File: config.mk
export PLATFORM = sky130hd
export DESIGN_NAME = data_sram_ctrl
export DESIGN_NICKNAME = d
export VERILOG_FILES = /design/src/rtl/data_sram_ctrl_pkg.sv /design/src/rtl/data_sram_ctrl.sv
export SDC_FILE = /design/constraint.sdc
export NUM_CORES = 1
export LEC_CHECK = 0
export ABC_AREA = 1
export CORE_ASPECT_RATIO = 1.25
export CORE_MARGIN = 1.5
export CORE_UTILIZATION = 55
export CTS_BUF_LIST = sky130_fd_sc_hd__clkbuf_4
export CTS_CLUSTER_SIZE = 14
export DETAILED_ROUTE_END_ITERATION = 7
export DONT_BUFFER_PORTS = 1
export PLACE_DENSITY = 0.78
export SLEW_MARGIN = 0
export SYNTH_ARGS = -nofsm -noshare
export SYNTH_HDL_FRONTEND = slang
export SYNTH_SLANG_ARGS = --single-unit
File: constraint.sdc
create_clock -name clk -period 1.44 [get_ports clk]
set_clock_uncertainty 0.05 [all_clocks]
set_input_delay 0.072 -clock clk [delete_from_list [all_inputs] [get_ports clk]]
set_output_delay 0.072 -clock clk [all_outputs]
set_load 0.05 [all_outputs]
File: src/rtl/data_sram_ctrl_pkg.sv
// data_sram_ctrl_pkg
//   Shared definitions for the data-side SRAM controller:
//   - sram_state_e : controller FSM states (also exported on the debug port)
//   - SEL_*        : MEM-stage access-size codes carried on mem_sel
//   - be_decode()  : mem_sel -> active-low byte enables for writes
package data_sram_ctrl_pkg;

    typedef enum logic [2:0] {
        ST_IDLE     = 3'd0,
        ST_RD_ACC   = 3'd1,
        ST_RD_DONE  = 3'd2,
        ST_WR_SETUP = 3'd3,
        ST_WR_PULSE = 3'd4,
        ST_WR_HOLD  = 3'd5,
        ST_WR_DONE  = 3'd6,
        ST_NOP_DONE = 3'd7
    } sram_state_e;

    localparam logic [1:0] SEL_NONE = 2'b00;
    localparam logic [1:0] SEL_B    = 2'b01;
    localparam logic [1:0] SEL_H    = 2'b10;
    localparam logic [1:0] SEL_W    = 2'b11;

    // Sub-word writes land in the low lanes; MEM has already zero-extended
    // the data, so only the enabled lanes matter to the SRAM.
    function automatic logic [3:0] be_decode(input logic [1:0] sel);
        logic [3:0] be_n;
        case (sel)
            SEL_B:   be_n = 4'b1110;
            SEL_H:   be_n = 4'b1100;
            SEL_W:   be_n = 4'b0000;
            default: be_n = 4'b1111;
        endcase
        return be_n;
    endfunction

endpackage

File: src/rtl/data_sram_ctrl.sv
// data_sram_ctrl
//   Turns MEM-stage level-held read/write requests into sequenced strobes
//   for an asynchronous external SRAM and reports completion.
//
// Ports
//   clk, rst            : clock, asynchronous active-low reset
//   read_ce, write_ce   : level requests from MEM
//   address, wdata      : word address (low ADDR_W bits used), write data
//   mem_sel             : access size (SEL_NONE/SEL_B/SEL_H/SEL_W)
//   rom_rdata           : latched read word
//   rfin, wfin          : level completion flags
//   sram_*              : SRAM address, active-low strobes/enables, data
//                         out/in and tri-state control (1 = released)
//   dbg_state           : current FSM state, for observation only
//
// Handshake: a request (read_ce or write_ce) is only sampled in IDLE and
// must stay high until its fin flag is seen. The fin flag stays high while
// the request stays high and clears the cycle after the edge on which the
// request is first sampled low; the request must be low for at least one
// edge before a new access can start. All outputs are registered.
module data_sram_ctrl
    import data_sram_ctrl_pkg::*;
#(
    parameter int ADDR_W      = 20,
    parameter int WAIT_CYCLES = 1
) (
    input  logic              clk,
    input  logic              rst,
    input  logic              read_ce,
    input  logic              write_ce,
    input  logic [31:0]       address,
    input  logic [31:0]       wdata,
    input  logic [1:0]        mem_sel,
    output logic [31:0]       rom_rdata,
    output logic              rfin,
    output logic              wfin,
    output logic [ADDR_W-1:0] sram_addr,
    output logic [3:0]        sram_be_n,
    output logic              sram_ce_n,
    output logic              sram_oe_n,
    output logic              sram_we_n,
    output logic [31:0]       sram_dq_o,
    input  logic [31:0]       sram_dq_i,
    output logic              sram_dq_t,
    output sram_state_e       dbg_state
);

    localparam int CNT_W = $clog2(WAIT_CYCLES + 1);
    // Counter runs from WAIT_CYCLES-1 down to 0, so the strobe lasts
    // exactly WAIT_CYCLES cycles.
    localparam logic [CNT_W-1:0] CNT_LOAD = CNT_W'(WAIT_CYCLES - 1);

    sram_state_e      state;
    logic [CNT_W-1:0] wait_cnt;
    logic             nop_wr;   // NOP access was a write (selects fin/request)

    assign dbg_state = state;

    if (ADDR_W < 32) begin : g_addr_hi
        logic unused_addr_hi;
        assign unused_addr_hi = ^address[31:ADDR_W];
    end

    always_ff @(posedge clk or negedge rst) begin
        if (!rst) begin
            state     <= ST_IDLE;
            wait_cnt  <= '0;
            nop_wr    <= 1'b0;
            rom_rdata <= '0;
            rfin      <= 1'b0;
            wfin      <= 1'b0;
            sram_addr <= '0;
            sram_be_n <= 4'b1111;
            sram_ce_n <= 1'b1;
            sram_oe_n <= 1'b1;
            sram_we_n <= 1'b1;
            sram_dq_o <= '0;
            sram_dq_t <= 1'b1;
        end else begin
            // Outputs describe the state being entered: default everything
            // inactive, each branch re-asserts what its next state needs.
            sram_ce_n <= 1'b1;
            sram_oe_n <= 1'b1;
            sram_we_n <= 1'b1;
            sram_dq_t <= 1'b1;
            rfin      <= 1'b0;
            wfin      <= 1'b0;

            case (state)
                ST_IDLE: begin
                    if (write_ce || read_ce) begin
                        sram_addr <= address[ADDR_W-1:0];
                        sram_dq_o <= wdata;
                        nop_wr    <= write_ce;
                        if (mem_sel == SEL_NONE) begin
                            state     <= ST_NOP_DONE;
                            sram_be_n <= be_decode(SEL_NONE);
                            if (write_ce) begin
                                wfin <= 1'b1;
                            end else begin
                                rfin      <= 1'b1;
                                rom_rdata <= '0;
                            end
                        end else if (write_ce) begin
                            // Write wins when both requests are present.
                            state     <= ST_WR_SETUP;
                            sram_be_n <= be_decode(mem_sel);
                            sram_ce_n <= 1'b0;
                            sram_dq_t <= 1'b0;
                        end else begin
                            state     <= ST_RD_ACC;
                            sram_be_n <= 4'b0000;
                            wait_cnt  <= CNT_LOAD;
                            sram_ce_n <= 1'b0;
                            sram_oe_n <= 1'b0;
                        end
                    end
                end

                ST_RD_ACC: begin
                    if (wait_cnt == '0) begin
                        state     <= ST_RD_DONE;
                        rom_rdata <= sram_dq_i;
                        rfin      <= 1'b1;
                    end else begin
                        wait_cnt  <= wait_cnt - CNT_W'(1);
                        sram_ce_n <= 1'b0;
                        sram_oe_n <= 1'b0;
                    end
                end

                ST_RD_DONE: begin
                    if (read_ce) rfin  <= 1'b1;
                    else         state <= ST_IDLE;
                end

                ST_WR_SETUP: begin
                    state     <= ST_WR_PULSE;
                    wait_cnt  <= CNT_LOAD;
                    sram_ce_n <= 1'b0;
                    sram_we_n <= 1'b0;
                    sram_dq_t <= 1'b0;
                end

                ST_WR_PULSE: begin
                    sram_ce_n <= 1'b0;
                    sram_dq_t <= 1'b0;
                    if (wait_cnt == '0) begin
                        state <= ST_WR_HOLD;
                    end else begin
                        wait_cnt  <= wait_cnt - CNT_W'(1);
                        sram_we_n <= 1'b0;
                    end
                end

                ST_WR_HOLD: begin
                    state <= ST_WR_DONE;
                    wfin  <= 1'b1;
                end

                ST_WR_DONE: begin
                    if (write_ce) wfin  <= 1'b1;
                    else          state <= ST_IDLE;
                end

                ST_NOP_DONE: begin
                    if (nop_wr ? write_ce : read_ce) begin
                        wfin <= nop_wr;
                        rfin <= !nop_wr;
                    end else begin
                        state <= ST_IDLE;
                    end
                end

                default: state <= ST_IDLE;
            endcase
        end
    end

endmodule

==> results.sh <==
export IMPL_grt_busiest_layer="met2"
export IMPL_path_class="reg2reg"
export IMPL_dieArea_sq_um=7624
export IMPL_grt_overflow=0
export IMPL_worstMarginPinSlew_ps=520.7
export IMPL_grt_max_degree=98
export IMPL_numClockSinks=97
export IMPL_drv_cap=0
export IMPL_grt_pass1_vias=3772
export IMPL_drt_first_pass_iters=4
export IMPL_synth_area_leaders="dfrtp_1 (58%), nand2_1 (24%), dfstp_2 (4.7%)"
export IMPL_start_kind="register"
export IMPL_rows=34
export IMPL_violations="hold timing, setup timing"
export IMPL_arrival_ps=1810
export IMPL_finalCritPeriodShare_pct=107.7
export IMPL_finalSetupViolations=63
export IMPL_comb_power_share_pct=49.3
export IMPL_period_minus_slack_ps=1550
export IMPL_cts_buffer_depth=2
export IMPL_die_w_um=78.40
export IMPL_ys_seq_area_share_pct=62.32
export IMPL_seqPwrFrac_pct=41.7
export IMPL_use_met2_pct=52.84
export IMPL_synth_seq_cells=97
export IMPL_antenna_found_initial=0
export IMPL_fillers=366
export IMPL_fin_cells=691
export IMPL_max_slew_margin_pct=65.28
export IMPL_netSwitchingPower_w=0.008810
export IMPL_dr_first_iter_drc_count=280
export IMPL_syn_area_sq_um=3909
export IMPL_drc=0
export IMPL_setup_slack_ps=-110.4
export IMPL_start_util_pct=56.37
export IMPL_routedWlPerCell_um=17.60
export IMPL_drv_slew=0
export IMPL_cts_hold_buf=89
export IMPL_hold_class="in2async"
export IMPL_grt_total_usage_pct=29.97
export IMPL_met3_usage_pct=7.981
export IMPL_syn_area_per_cell_sq_um=8.945
export IMPL_portBuffers=0
export IMPL_outcome="complete, but fails checks"
export IMPL_cp_required_ps=1700
export IMPL_grt_pass1_wl_um=17630
export IMPL_rrSetupSlack_ps=-110
export IMPL_p_leak_nw=3.007
export IMPL_synth_top_cell_area_share_pct=57.62
export IMPL_power_density_nw_per_um2=2764
export IMPL_synthCells=437
export IMPL_clkPwrFrac_pct=9.1
export IMPL_gr_usage_met1_pct=33.53
export IMPL_vias_per_cell=5.329
export IMPL_cts_htree_levels=3
export IMPL_cts_root_buf="clkbuf_4"
export IMPL_dp_slack_ps=-83.35
export IMPL_cts_buffers=9
export IMPL_core_area_sq_um=6934
export IMPL_place_congestion=0.8962
export IMPL_place_hpwl_um=6166
export IMPL_final_area_sq_um=5734
export IMPL_p_int_w=0.007042
export IMPL_placedCellCount=575
export IMPL_synth_warnings=0
export IMPL_finalHoldViolations=97
export IMPL_ant_nets=0
export IMPL_end_kind="register"
export IMPL_vias=3682
export IMPL_ys_types=21
export IMPL_hold_ws_ps=-750.6
export IMPL_path_clk_slew_ps=160
export IMPL_io_pins=199
export IMPL_place_area_sq_um=4414
export IMPL_drive_gt1_share_pct=23.29
export IMPL_wirelength_um=12160
export IMPL_die_height_um=97.25
export IMPL_max_freq_mhz=645.0
export IMPL_areaGrowthSynthToFinish_pct=46.70
export IMPL_nets=698
export IMPL_rsz0062_at_grt="yes"
export IMPL_synth_top_area_cell="dfrtp_1"
export IMPL_syn_num_nets=539
export IMPL_cts_tree="done"
export IMPL_insertion_delay_ps=420
export IMPL_cp_max_fo=5
export IMPL_swShare_pct=55.58
export IMPL_antenna_cells=0
export IMPL_peakVddDrop_v=0.001878
-- flip-flops by register name, indices dropped and copies added, names as in the netlist --
name and flops:
rom_rdata 32, sram_dq_o 32, sram_addr 20, dbg_state 3, sram_be_n 3, nop_wr 1
rfin 1, sram_ce_n 1, sram_dq_t 1, sram_oe_n 1, sram_we_n 1, wfin 1
-- cell usage in the layout (no fill, tap or decap), types with 4 or more instances in the layout --
cell / instances
clkbuf_16: 4
nand3_1: 22
buf_4: 68
buf_12: 4
inv_1: 6
dfrtp_1: 87
dfstp_2: 7
dlygate4sd3_1: 89
clkbuf_4: 10
nand3_2: 13
nand2_1: 235
nand2_2: 12
nor2_1: 11
-- layer usage --
layer / vias up / share of wire, %
met1: 1758 / 34
met3: 39 / 8.2
met5: - / 0
li1: 1671 / -
met4: 0 / 3.3
met2: 214 / 54
-- Yosys cell counts --
cell type    n
nand2_2      2
o21ai_0      3
nor2_2       1
buf_6        9
dfrtp_1     90
buf_4        3
nor2_1      12
inv_2        3
a211o_1      1
nand3_4      1
o211ai_1     1
buf_1        2
nand3_1     36
buf_2        7
inv_1        6
nand4_1      2
dfstp_2      7
nor2_4       2
nand2_1    245
a21oi_1      2
o21bai_1     2
-- cell type report --
| type | count | area, sq um | area share (%) |
|---|---|---|---|
| flip-flops and latches | 97 | 2440 | 42.55 |
| repair buffers | 169 | 1620 | 28.26 |
| multi-input cells | 310 | 1378 | 24.02 |
| well taps | 90 | 112.6 | 1.964 |
| clock buffers | 10 | 75.07 | 1.309 |
| clock inverters | 6 | 67.56 | 1.178 |
| inverters | 9 | 41.29 | 0.7201 |
-- final timing paths --
path                         startpoint             to  depth (start not counted)
max reg2reg                dbg_state[1]   rom_rdata[4]                          7
max                        dbg_state[1]   rom_rdata[4]                          7
min reg2reg                sram_be_n[1]   sram_be_n[1]                          2
min                                 rst  sram_dq_o[19]                          0
max in group asynchronous           rst      sram_oe_n                          0
min in group clk              wdata[11]  sram_dq_o[11]                          3
-- stage by stage --
stage	utilization, %	hold WS [ps]	total power, W	setup TNS, ps
finish	82.70	-750.6	0.01585	-1385
global route	82.70	-801.7	0.01662	-6143
CTS	78.78	-777.3	0.01512	-76.18
detailed placement	63.66	-271.6	0.01344	-1301
global placement	63.66	-271.9	0.01318	-14.00
floorplan	-	-273.6	0.01152	-2034
-- logic make-up (layout without fill, tap and decap cells) --
logic type / Yosys count / in the layout / synth area share (%)
buf+inv: 30 / 194 / 5.122
compound gates: 9 / 9 / 1.440
simple gates: 301 / 301 / 31.11
flops: 97 / 97 / 62.32
-- repair_timing --
| item | 4_1_cts | 5_1_grt |
|---|---|---|
| gates resized for setup | 4 | 30 |
| setup buffers | 0 | 4 |
| gates cloned | 0 | 7 |
| setup endpoints to repair | 34 | 87 |
| pin swaps | 0 | 12 |
| endpoints found under the hold margin | 193 | 97 |
-- worst max-delay path, cell delays in order, from the launching register on --
cell	delay, ps
dfrtp_2	460
nor2_4	120
nand2_2	80
nor2_4	160
nand3_4	170
buf_12	190
nand3_1	100
nand2_1	100
-- power groups by stage --
stage                     clock [W]  combinational, W  sequential (W)
final                       0.00144           0.00781         0.00660
after global routing        0.00159           0.00832         0.00671
after CTS                   0.00149           0.00710         0.00653
after detailed placement          0           0.00686         0.00659
after global placement            0           0.00666         0.00652
after floorplan                   0           0.00243         0.00909
Note: power is estimated with default switching activity, not from simulation.
